**src/rtl/misr_compactor.sv**
```systemverilog
// Multiple-input signature register with a session controller: compacts scan-chain
// outputs for N_CYCLES enabled shift cycles, then latches a compare against golden.
module misr_compactor #(
    parameter int                   IN_WIDTH  = 11,
    parameter int                   SIG_WIDTH = 13,
    parameter logic [SIG_WIDTH-1:0] TAPS      = 13'h1800,
    parameter logic [SIG_WIDTH-1:0] SEED      = 13'h1070,
    parameter int                   N_CYCLES  = 64
) (
    input  logic                 clk,
    input  logic                 rst,
    input  logic                 start,
    input  logic                 test_se,
    input  logic [IN_WIDTH-1:0]  sc_out,
    input  logic [SIG_WIDTH-1:0] golden,
    output logic [SIG_WIDTH-1:0] sig,
    output logic                 busy,
    output logic                 done,
    output logic                 pass
);

    // state   | meaning
    // IDLE    | after reset, waiting for start
    // COMPACT | session running, compacting on test_se
    // DONE    | session finished, pass valid, waiting for start
    typedef enum logic [1:0] {
        IDLE    = 2'd0,
        COMPACT = 2'd1,
        DONE    = 2'd2
    } state_t;

    localparam int             CW   = $clog2(N_CYCLES + 1);
    localparam logic [CW-1:0]  LAST = CW'(N_CYCLES - 1);

    state_t               state_q, state_d;
    logic [SIG_WIDTH-1:0] sig_q, sig_d;
    logic [CW-1:0]        cnt_q, cnt_d;
    logic                 pass_q, pass_d;

    logic [SIG_WIDTH-1:0] sc_ext;
    logic [SIG_WIDTH-1:0] sig_nxt;
    logic                 fb;

    // Chains beyond IN_WIDTH contribute nothing to the upper stages.
    always_comb begin
        sc_ext                = '0;
        sc_ext[IN_WIDTH-1:0]  = sc_out;
        fb                    = ^(sig_q & TAPS);
        sig_nxt               = {sig_q[SIG_WIDTH-2:0], fb} ^ sc_ext;
    end

    always_comb begin
        state_d = state_q;
        sig_d   = sig_q;
        cnt_d   = cnt_q;
        pass_d  = pass_q;
        case (state_q)
            IDLE, DONE: begin
                if (start) begin
                    state_d = COMPACT;
                    sig_d   = SEED;
                    cnt_d   = '0;
                    pass_d  = 1'b0;
                end
            end
            COMPACT: begin
                if (test_se) begin
                    sig_d = sig_nxt;
                    cnt_d = cnt_q + CW'(1);
                    if (cnt_q == LAST) begin
                        state_d = DONE;
                        pass_d  = (sig_nxt == golden);
                    end
                end
            end
            default: state_d = IDLE;
        endcase
    end

    always_ff @(posedge clk) begin
        if (rst) begin
            state_q <= IDLE;
            sig_q   <= SEED;
            cnt_q   <= '0;
            pass_q  <= 1'b0;
        end else begin
            state_q <= state_d;
            sig_q   <= sig_d;
            cnt_q   <= cnt_d;
            pass_q  <= pass_d;
        end
    end

    assign sig  = sig_q;
    assign busy = (state_q == COMPACT);
    assign done = (state_q == DONE);
    assign pass = pass_q;

endmodule
```
**config.mk**
```make
export PLATFORM = sky130hd
export DESIGN_NAME = misr_compactor
export DESIGN_NICKNAME = d
export VERILOG_FILES = /design/src/rtl/misr_compactor.sv
export SDC_FILE = /design/constraint.sdc
export NUM_CORES = 1
export LEC_CHECK = 0
export ABC_AREA = 1
export CAP_MARGIN = 20
export CORE_MARGIN = 4
export CORE_UTILIZATION = 44
export CTS_CLUSTER_DIAMETER = 40
export DETAILED_ROUTE_END_ITERATION = 8
export PLACE_DENSITY = 0.88
export SLEW_MARGIN = 30
export SYNTH_ARGS = -nofsm -noshare
export SYNTH_HDL_FRONTEND = slang
export SYNTH_SLANG_ARGS = --single-unit
```
**constraint.sdc**
```tcl
create_clock -name clk -period 1.5 [get_ports clk]
set_input_delay 0.375 -clock clk [delete_from_list [all_inputs] [get_ports clk]]
set_output_delay 0.375 -clock clk [all_outputs]
set_load 0.1 [all_outputs]
```
==> reports/results.ini <==
[cells_and_area]
final_common_cell=nand2_1
fin_nets=339
nFillCells=234
utilization_pct=74.6
diodes=0
drive_above_1_share_pct=23.6
area.growth.synth_to_final_pct=59.3
mostFrequentLayoutCells=nand2_1 (85), inv_1 (44), nand3_1 (27), clkdlybuf4s50_1 (27), buf_4 (22)

[sta]
slew_headroom_pct=86.6
finalSetupViolCount=0
max_freq_mhz=694
holdWs_ns=0.451
period_minus_slack_ns=1.44
fin_skew_ns=0.00747
period_share_pct=96.0
hold_viol_final=0
grt_setup_unrepaired=no
fin_tns_setup_ns=0
tightest_slew_ns=0.201
slew_viol_final=0

[clocking]
htreeDepth=1
cts.sinks=23
clk_latency_ns=0.32
cts_buffers=3
clk_pin_slew_ns=0.13
cts_buffer_depth=2
cts_tree=done
post_cts_buffers=0
root_buffer=clkbuf_4

[synthesis]
netlist_area_um2=1470
yosysWarningCount=0
synthesis.instances=242
ys_seq_area_share_pct=31.4
avgSynthCellArea_um2=6.05
ys_ff_latch=23
synth_fp_nets=271
synth_cell_types=25

[setup_path]
cp.required_ns=1.12
setup.worst_path.class=reg2out
slowest_delay_ns=0.35
critPathArrivalTime_ns=1.07
path_cells=inv_2, nand2_4, clkinv_4, buf_12
cpMaxStageDelayCell=dfxtp_1
rr_worst_depth=8
startpoint_type=flip-flop
crit_family=flip-flops
cp.depth=4
r2r_slack_ns=0.14
endpoint_kind=primary output
worstPathBufferInverterCount=3
path_max_fanout=6

[floorplanning]
rows=20
io_pins=44
die_h_um=65.7
die_w_um=65.7
start_util_pct=46.8
core_area_um2=3130
dieArea_um2=4320

[pwr]
seq_power_share_pct=40.4
pwr-share-clk_pct=17.7
peakVddDrop_v=0.000607
leakage_nw=1.15
power_frac_comb_pct=41.9
switching_share_pct=37.8
power.density_nw_per_um2=728
total_power_w=0.00170
power_switching_w=0.000642
p_int_w=0.00106

[global_routing]
antenna_found_initial=0
gr-usage-all-layers_pct=19.6
grt_max_degree=15
overflow=0
grt_pass1_vias=1704
grt_first_pass_wirelength_mm=6.76

[placement]
io_buffers=43
dp_hpwl_mm=3.15
globalplace.congestion=0.790

[route]
ant_nets=0
drtIter0Drc=41
vias=1692
wire_per_inst_um=10.9
wl_mm=3.86
first_pass_iters=4
viasPerCell=4.79
drc=0

[hold_path]
hold_path_depth=1
worstHoldPathType=reg2reg

[run]
drv_cap=0

[run_status]
status=finished clean

## worst reg2reg max path, delay by kind of cell (launching register included)
kind | cells | cell delay [ns]
DFF | 1 | 0.37
and+or+nand+nor | 3 | 0.33
AOI/OAI and AO/OA | 2 | 0.27
adders and majority gates | 1 | 0.17
buffers and inverters | 2 | 0.13
## cell families (layout without fill, tap and decap cells)
family          Yosys count  count (layout)  share of synthesized area [%]
simple gates            134             134                           40.4
buf+inv                  52             119                           14.9
compound gates           31              31                           11.8
flops                    23              23                           31.4
fa+ha+maj                 1               1                          0.854
xor+xnor                  1               1                          0.598
## final timing paths
check,startpoint,endpoint
worst max-delay path,state_q[1],busy
worst min-delay path,cnt_q[0],cnt_q[0]
worst min register to register,cnt_q[0],cnt_q[0]
worst max register to register,cnt_q[0],state_q[0]
## layer usage
metal  wire [um]  global-route usage [%]  vias to the layer above  share of wire, %
met3         232                    4.62                        6               6.0
met1        1650                    21.7                      753                43
met4          51                    6.99                        0               1.3
met2        1930                    36.0                       46                50
met5           0                       0                        -                 0
li1            -                       -                      887                 -
## Yosys cell counts, drive strengths merged
cell    count  area [um2]
a211oi      1        7.51
a21oi      17        85.1
buf         3        30.0
clkbuf      1        3.75
clkinv      1        8.76
dfxtp      23         460
ha          1        12.5
inv        47         176
nand2      89         359
nand3      28         145
nand3b      3        22.5
nor2       13        58.8
o211ai      5        37.5
o21ai       7        35.0
o21bai      1        7.51
or2         1        6.26
xor2        1        8.76
## power by group through the flow
stage	sequential, W	combinational (W)	clock [W]
3_5_place_dp	0.000698	0.000712	0
2_1_floorplan	0.000834	0.000259	0
5_1_grt	0.000691	0.000765	0.000320
3_3_place_gp	0.000697	0.000695	0
4_1_cts	0.000686	0.000714	0.000307
6_report	0.000686	0.000712	0.000300
## through the flow
step / cell area (um2) / instances / worst slack (ns)
floorplan: 1480 / 242 / -0.0291
global placement: 2300 / 349 / -0.109
detailed placement: 2300 / 349 / -0.162
CTS: 2330 / 353 / 0.0449
global route: 2330 / 353 / 0.00167
finish: 2330 / 353 / 0.0598
## sequential cells by signal, indices dropped and copies added (netlist names)
signal   flops
sig         13
cnt_q        7
state_q      2
pass         1
## layout make-up
cell class                 count  area, um2  area share, %
sequential                    23        480           20.6
multi-input combinational    167        791           33.9
tap                           44       55.1           2.36
inverter                      48        185           7.94
timing repair buffer          67        796           34.1
clock buffer                   4       26.3           1.13
## timing repair
| item | in CTS | in global routing |
|---|---|---|
| pin swaps | 0 | 1 |
| hold buffers | 0 | 0 |
| resized for setup | 2 | 4 |
| setup endpoints to repair | 1 | 2 |
| endpoints found under the hold margin | 0 | 0 |
Power figures use the tool's default switching activity.
